==> src/rtl/multicycle_control_unit.sv <==
// ---------------------------------------------------------------------------
// multicycle_control_unit
//   Multi-cycle sequencer for a LEGv8 datapath. Each instruction is fetched
//   over a shared instruction/data memory port with a ready handshake. The
//   instruction-register opcode is then decoded, and the datapath is stepped
//   through per-class states. Supported instructions are ADD/SUB/AND/ORR,
//   LDUR, STUR and CBZ. Any other opcode parks the unit in a sticky TRAP
//   state. A retired-instruction counter is also maintained.
//
// Ports
//   clk, rst        clock, synchronous active-high reset
//   OpCode[10:0]    IR bits [31:21]
//   Zero            ALU zero flag (CBZ outcome)
//   mem_ready       memory completes the current read/write this cycle
//   PCWrite..Branch datapath strobes and selects (all forced to 0 in reset)
//   illegal         unsupported opcode trapped
//   state[3:0]      current state encoding
//   retired         retired-instruction count, wraps modulo 2^CNT_W
// ---------------------------------------------------------------------------
module multicycle_control_unit #(
    parameter int CNT_W = 16
) (
    input  logic             clk,
    input  logic             rst,
    input  logic [10:0]      OpCode,
    input  logic             Zero,
    input  logic             mem_ready,
    output logic             PCWrite,
    output logic             IRWrite,
    output logic             IorD,
    output logic             MemRead,
    output logic             MemWrite,
    output logic             MemtoReg,
    output logic             RegWrite,
    output logic             Reg2Loc,
    output logic [1:0]       AluSrcA,
    output logic [1:0]       AluSrcB,
    output logic [1:0]       Aluop,
    output logic             PCSource,
    output logic             Branch,
    output logic             illegal,
    output logic [3:0]       state,
    output logic [CNT_W-1:0] retired
);

    typedef enum logic [3:0] {
        S_FETCH  = 4'd0,
        S_DECODE = 4'd1,
        S_EXEC_R = 4'd2,
        S_WB_R   = 4'd3,
        S_ADDR   = 4'd4,
        S_MEM_RD = 4'd5,
        S_WB_LD  = 4'd6,
        S_MEM_WR = 4'd7,
        S_BRANCH = 4'd8,
        S_TRAP   = 4'd9
    } state_t;

    state_t           state_q, state_d;
    logic [CNT_W-1:0] retired_q, retired_d;
    logic             illegal_q, illegal_d;
    logic             retire;

    // Opcode classes. The R-type pattern 1xx0101x000 covers ADD/SUB/AND/ORR.
    logic is_r, is_ld, is_st, is_cbz;
    assign is_r   = OpCode[10] && (OpCode[7:4] == 4'b0101) && (OpCode[2:0] == 3'b000);
    assign is_ld  = (OpCode == 11'b11111000010);
    assign is_st  = (OpCode == 11'b11111000000);
    assign is_cbz = (OpCode[10:3] == 8'b10110100);

    // Next-state and retire logic
    always_comb begin
        state_d = state_q;
        retire  = 1'b0;
        case (state_q)
            S_FETCH:  if (mem_ready) state_d = S_DECODE;
            S_DECODE: begin
                if (is_r)               state_d = S_EXEC_R;
                else if (is_ld || is_st) state_d = S_ADDR;
                else if (is_cbz)        state_d = S_BRANCH;
                else                    state_d = S_TRAP;
            end
            S_EXEC_R: state_d = S_WB_R;
            S_WB_R:   begin state_d = S_FETCH; retire = 1'b1; end
            S_ADDR:   state_d = is_ld ? S_MEM_RD : S_MEM_WR;
            S_MEM_RD: if (mem_ready) state_d = S_WB_LD;
            S_WB_LD:  begin state_d = S_FETCH; retire = 1'b1; end
            S_MEM_WR: if (mem_ready) begin state_d = S_FETCH; retire = 1'b1; end
            S_BRANCH: begin state_d = S_FETCH; retire = 1'b1; end
            S_TRAP:   state_d = S_TRAP;
            default:  state_d = S_FETCH;
        endcase
        illegal_d = illegal_q || (state_d == S_TRAP);
        retired_d = retired_q + CNT_W'(retire);
    end

    always_ff @(posedge clk) begin
        if (rst) begin
            state_q   <= S_FETCH;
            retired_q <= '0;
            illegal_q <= 1'b0;
        end else begin
            state_q   <= state_d;
            retired_q <= retired_d;
            illegal_q <= illegal_d;
        end
    end

    // Output decode. It is a Moore function of state_q, except for three
    // cases: the FETCH handshake strobes, the CBZ PCWrite, and Reg2Loc.
    // Reset gates everything combinationally, so an access in flight is
    // dropped in the same cycle that rst rises.
    always_comb begin
        PCWrite  = 1'b0;
        IRWrite  = 1'b0;
        IorD     = 1'b0;
        MemRead  = 1'b0;
        MemWrite = 1'b0;
        MemtoReg = 1'b0;
        RegWrite = 1'b0;
        Reg2Loc  = 1'b0;
        AluSrcA  = 2'b00;
        AluSrcB  = 2'b00;
        Aluop    = 2'b00;
        PCSource = 1'b0;
        Branch   = 1'b0;
        illegal  = 1'b0;
        if (!rst) begin
            Reg2Loc = (state_q != S_TRAP) && (is_st || is_cbz);
            case (state_q)
                S_FETCH: begin
                    MemRead = 1'b1;
                    AluSrcB = 2'b01;
                    PCWrite = mem_ready;
                    IRWrite = mem_ready;
                end
                S_DECODE: begin
                    // Branch target = OldPC + (imm << 2), parked in ALUOut
                    AluSrcA = 2'b10;
                    AluSrcB = 2'b11;
                end
                S_EXEC_R: begin
                    AluSrcA = 2'b01;
                    Aluop   = 2'b10;
                end
                S_WB_R:   RegWrite = 1'b1;
                S_ADDR: begin
                    AluSrcA = 2'b01;
                    AluSrcB = 2'b10;
                end
                S_MEM_RD: begin
                    MemRead = 1'b1;
                    IorD    = 1'b1;
                end
                S_WB_LD: begin
                    RegWrite = 1'b1;
                    MemtoReg = 1'b1;
                end
                S_MEM_WR: begin
                    MemWrite = 1'b1;
                    IorD     = 1'b1;
                end
                S_BRANCH: begin
                    // Pass regB through the ALU; Zero selects the PC load
                    AluSrcA  = 2'b01;
                    Aluop    = 2'b01;
                    Branch   = 1'b1;
                    PCSource = 1'b1;
                    PCWrite  = Zero;
                end
                S_TRAP:   illegal = illegal_q;
                default:  ;
            endcase
        end
    end

    assign state   = state_q;
    assign retired = retired_q;

endmodule

==> config.mk <==
export PLATFORM = sky130hd
export DESIGN_NAME = multicycle_control_unit
export DESIGN_NICKNAME = d
export VERILOG_FILES = /design/src/rtl/multicycle_control_unit.sv
export SDC_FILE = /design/constraint.sdc
export NUM_CORES = 1
export LEC_CHECK = 0
export BUFFER_PORTS_ARGS = -buffer_cell sky130_fd_sc_hd__buf_2
export CORE_MARGIN = 4
export CORE_UTILIZATION = 30
export CTS_CLUSTER_DIAMETER = 200
export CTS_CLUSTER_SIZE = 28
export DETAILED_ROUTE_END_ITERATION = 10
export PLACE_DENSITY = 0.54
export RECOVER_POWER = 25
export SLEW_MARGIN = 20
export SYNTH_ARGS = -nofsm -noshare
export SYNTH_HDL_FRONTEND = slang
export SYNTH_SLANG_ARGS = --single-unit
==> constraint.sdc <==
create_clock -name clk -period 7.9 [get_ports clk]
set_clock_uncertainty 0.1 [all_clocks]
set_input_delay 1.185 -clock clk [delete_from_list [all_inputs] [get_ports clk]]
set_output_delay 1.185 -clock clk [all_outputs]
set_load 0.1 [all_outputs]
# Word-level counts from Yosys, hierarchy flattened

Index checks and enable logic that the tools add are counted.

Flip-flop bits (word level): 21
Logic and storage cells: 67
Output and inout bits: 37
Input bits: 15

Add/sub/neg operators: 1
Equality and inequality tests: 15
Mux-type cells: 35
Reduce and logical (&&, ||, !) cells: 13

Operators by type and width:

| kind                                                            | number |
|---|---|
| 4-bit case mux with 7 select lines                              | 1 |
| 11-bit == test, second input constant                           | 2 |
| 4-bit by 3-bit == test with 1-bit output, second input constant | 5 |
| 1-bit 2-to-1 mux                                                | 20 |
| 4-bit 2-to-1 mux                                                | 5 |
| 16-bit by 1-bit adder with 16-bit output                        | 1 |
| 4-bit == test, second input constant                            | 3 |
| 4-bit by 2-bit == test with 1-bit output, second input constant | 2 |
| 8-bit == test, second input constant                            | 1 |
| 2-bit 2-to-1 mux                                                | 4 |
| 2-bit case mux with 2 select lines                              | 2 |
| 2-bit case mux with 3 select lines                              | 1 |
| 2-bit OR reduction                                              | 3 |
| 3-bit OR reduction                                              | 2 |
| 4-bit by 1-bit == test with 1-bit output, second input constant | 1 |
| 4-bit logical NOT                                               | 1 |
| 4-bit != test, second input constant                            | 1 |
| 1-bit case mux with 2 select lines                              | 2 |
| 1-bit logical AND                                               | 3 |
| 3-bit logical NOT                                               | 1 |
| 1-bit logical OR                                                | 3 |

# Logic depth before layout (Yosys ltp)

Word-level depth: 7
Mapped depth: 12
Gate-level depth less buffers: 9

# Worst setup path before layout

Ideal clock, no wire load.

Path kind: input port to output port
From: input port rst
To: output port PCWrite
Cell stages on the path: 3
Required time: 6,615 ps
Buffers on the path: 1
Path slack: 1,244 ps
Data arrival time: 5,371 ps
Cell sequence: clkbuf_1 > nor4_1 > a21o_1

Cells in the longest elaborated chain, start to end: 1

RTL lines:

| element          | RTL line | source |
|---|---|---|
| start, declared  | 24       | `input logic rst,` |
| 1-bit 2-to-1 mux | 128      | `if (!rst) begin` |
| end, declared    | 28       | `output logic PCWrite,` |

No other way between the ends.

# Worst setup path in the final report

From: input port OpCode[0]
To: output port Reg2Loc

Cells in the longest elaborated chain, start to end: 4

RTL lines:

| element           | RTL line | source |
|---|---|---|
| start, declared   | 25       | `input logic [10:0] OpCode,` |
| 11-bit == test    | 68       | `assign is_st = (OpCode == 11'b11111000000);` |
| 1-bit logical OR  | 129      | `Reg2Loc = (state_q != S_TRAP) && (is_st \|\| is_cbz);` |
| 1-bit logical AND | 129      |  |
| 1-bit 2-to-1 mux  | 128      |  |
| end, declared     | 35       | `output logic Reg2Loc,` |

No other way between the ends.

==> results.txt <==
status: complete, no violations
Avg Vias per Cell: 4.99
Distinct cells, synth: 46
Max Slew Vio Count: 0
Peak supply drop: 0.0000681 V
RSZ-0062 raised after global routing: false
Worst-Margin Slew: 1.17 ns
crit path cell chain: buf_2 > nor4b_1 > a31oi_1 > nor4_1 > buf_2
nets: 228
Setup crit end kind: output port
GRT Resource Usage Total: 0.122
drt total wl: 3.23 mm
Clock Sinks: 21
routed via count: 1297
Critical Path Start Type: input port
critical setup path kind: in2out
grt total ovfl: 0
first-pass GRT wire length: 5.30 mm
DRC viols: 0
CTS tree: built
antenna-violating nets left: 0
Clk Latency, worst-skew pair: 0.25 ns
Mapped Cells: 167
antenna violations before repair: 0
Period Utilization, post-route: 0.509
final instance area: 1600 sq um
number of global-route vias before repair: 1120
synthesized area per cell: 7.78 sq um
commonest non-fill, non-tap cells in the layout: buf_2 (42), dfxtp_1 (21), nor2_1 (19)
CP dominant cell by count: buf_2
share of cells above drive strength 1: 0.252
IO Pins: 52
post-synthesis sequential area ratio: 0.323
CORE AREA: 4090 sq um
min Tclk post-route: 4.02 ns
WHS: 0.412 ns
MaxCap Viol Count: 0
Max Clk Rate: 0.249 GHz
Post-Syn Area: 1300 sq um
setup total negative slack: 0 ns
Longest Clk Path Bufs: 2
CP max stage delay: 0.56 ns
Starting DRT DRC Count: 78
HPWL Detailed: 2.50 mm
largest net degree at the start of global routing: 27
CP required: 6.61 ns
count of input and output buffers: 51
CP top delay family: simple AND/OR/NAND/NOR gates
Final setup viols: 0
DIE WIDTH: 73.8 um
Rows: 23
hold_buf cts: 0
setup bufs post-CTS: 0
LEAKAGE: 0.674 nW
die area: 5450 sq um
final hold violation count: 0
Worst-path clk slew: 0.07 ns
CP arrival: 2.74 ns
worst hold path class: reg2reg
# H-tree levels: 1
Syn Nets: 184
Root Driver: clkbuf_8
Routed wire per std cell: 12.4 um
Crit Path Max Fanout: 4
# resized after CTS: 0
FF+latch count, synth: 21
cts bufs inserted: 3
growth of design area from synthesis to finish: 23.0%
most common cell after layout, fill and taps aside: buf_2
placed inst area: 1570 sq um
DIE HEIGHT: 73.8 um
Pwr Total: 270 uW
PwrDens: 169 nW/um^2
DR pass1 iterations: 4
Slowest cell on crit path: nor4b_1
Relative slew margins: 0.225
Antenna Cells: 0
Synth warnings: 0
starting density of the core: 0.318
Crit path buffers/inverters: 2
GPL Wtd Cong: 0.788
cell usage after synthesis, drive strengths merged:
cell type	count	area share
a2111oi	1	0.0067
a211o	1	0.0067
a211oi	1	0.0058
a21o	1	0.0058
a21oi	9	0.035
a222oi	1	0.0077
a22oi	3	0.017
a31oi	2	0.0096
and2	1	0.0048
and3	2	0.011
and4	2	0.013
buf	4	0.017
clkbuf	8	0.023
dfxtp	21	0.32
ha	2	0.019
inv	6	0.017
mux2	1	0.012
nand2	12	0.042
nand2b	5	0.024
nand3	5	0.023
nand4	3	0.014
nor2	19	0.055
nor2b	5	0.024
nor3	5	0.019
nor3b	1	0.0058
nor4	6	0.029
nor4b	2	0.013
nor4bb	2	0.015
o2111ai	1	0.0067
o21ai	10	0.038
o22ai	2	0.0096
o311ai	1	0.0067
o31ai	1	0.0058
or2	1	0.0048
or3	7	0.039
or4b	1	0.0077
xnor2	6	0.040
xor2	6	0.040
layout make-up:
class / instances / area, sq um
fillers: 436 / 2490
multi-input cells: 128 / 805
flip-flops and latches: 21 / 420
repair buffers: 51 / 244
well taps: 50 / 62.6
clock buffers: 4 / 45.0
inverters: 6 / 22.5
logic make-up after synthesis:
group | count (synthesis) | synth area share
compound gates | 34 | 0.162
xor+xnor | 12 | 0.0808
fa+ha+maj | 2 | 0.0192
buf+inv | 18 | 0.0577
flops | 21 | 0.323
mux | 1 | 0.0115
simple gates | 79 | 0.346
final timing paths:
check | start | to | cells past startpoint | slack (ns)
min reg2reg | retired[14] | retired[14] | 2 | 0.41
min | retired[14] | retired[14] | 2 | 0.41
max | OpCode[0] | Reg2Loc | 5 | 3.88
max reg2reg | state[3] | retired[15] | 7 | 5.05
where the power goes:
group	internal (mW)	switching, mW
Sequential	0.109	0.00810
Combinational	0.0173	0.0677
Clock	0.0358	0.0326
Total	0.162	0.108
worst register-to-register path: cells and delay by family (launching register included):
family                     cells  cell delay (ns)
DFF                            1             0.68
adders and majority gates      1             0.25
and+or+nand+nor                4             1.12
AOI/OAI and AO/OA              1             0.28
muxes                          1             0.30
metrics by stage:
| step | setup WS, ns | std cells | util |
|---|---|---|---|
| after floorplan | 1.24 | 167 | - |
| after global placement | 3.93 | 256 | 0.383 |
| after detailed placement | 3.88 | 256 | 0.383 |
| after CTS | 3.85 | 260 | 0.394 |
| after global routing | 3.68 | 260 | 0.391 |
| final | 3.88 | 260 | 0.391 |
per-layer routing:
metal | up-vias | global-route usage | part of all wire
li1 | 684 | - | -
met1 | 577 | 0.173 | 0.49
met2 | 34 | 0.185 | 0.43
met3 | 2 | 0.0246 | 0.067
met4 | 0 | 0.0362 | 0.0090
met5 | - | 0 | 0
sequential cells by signal, summed over array words and instances, names as in the netlist:
signal,flops
illegal_q,1
retired,16
state,4
No activity file was read; power rests on OpenSTA's default activity.
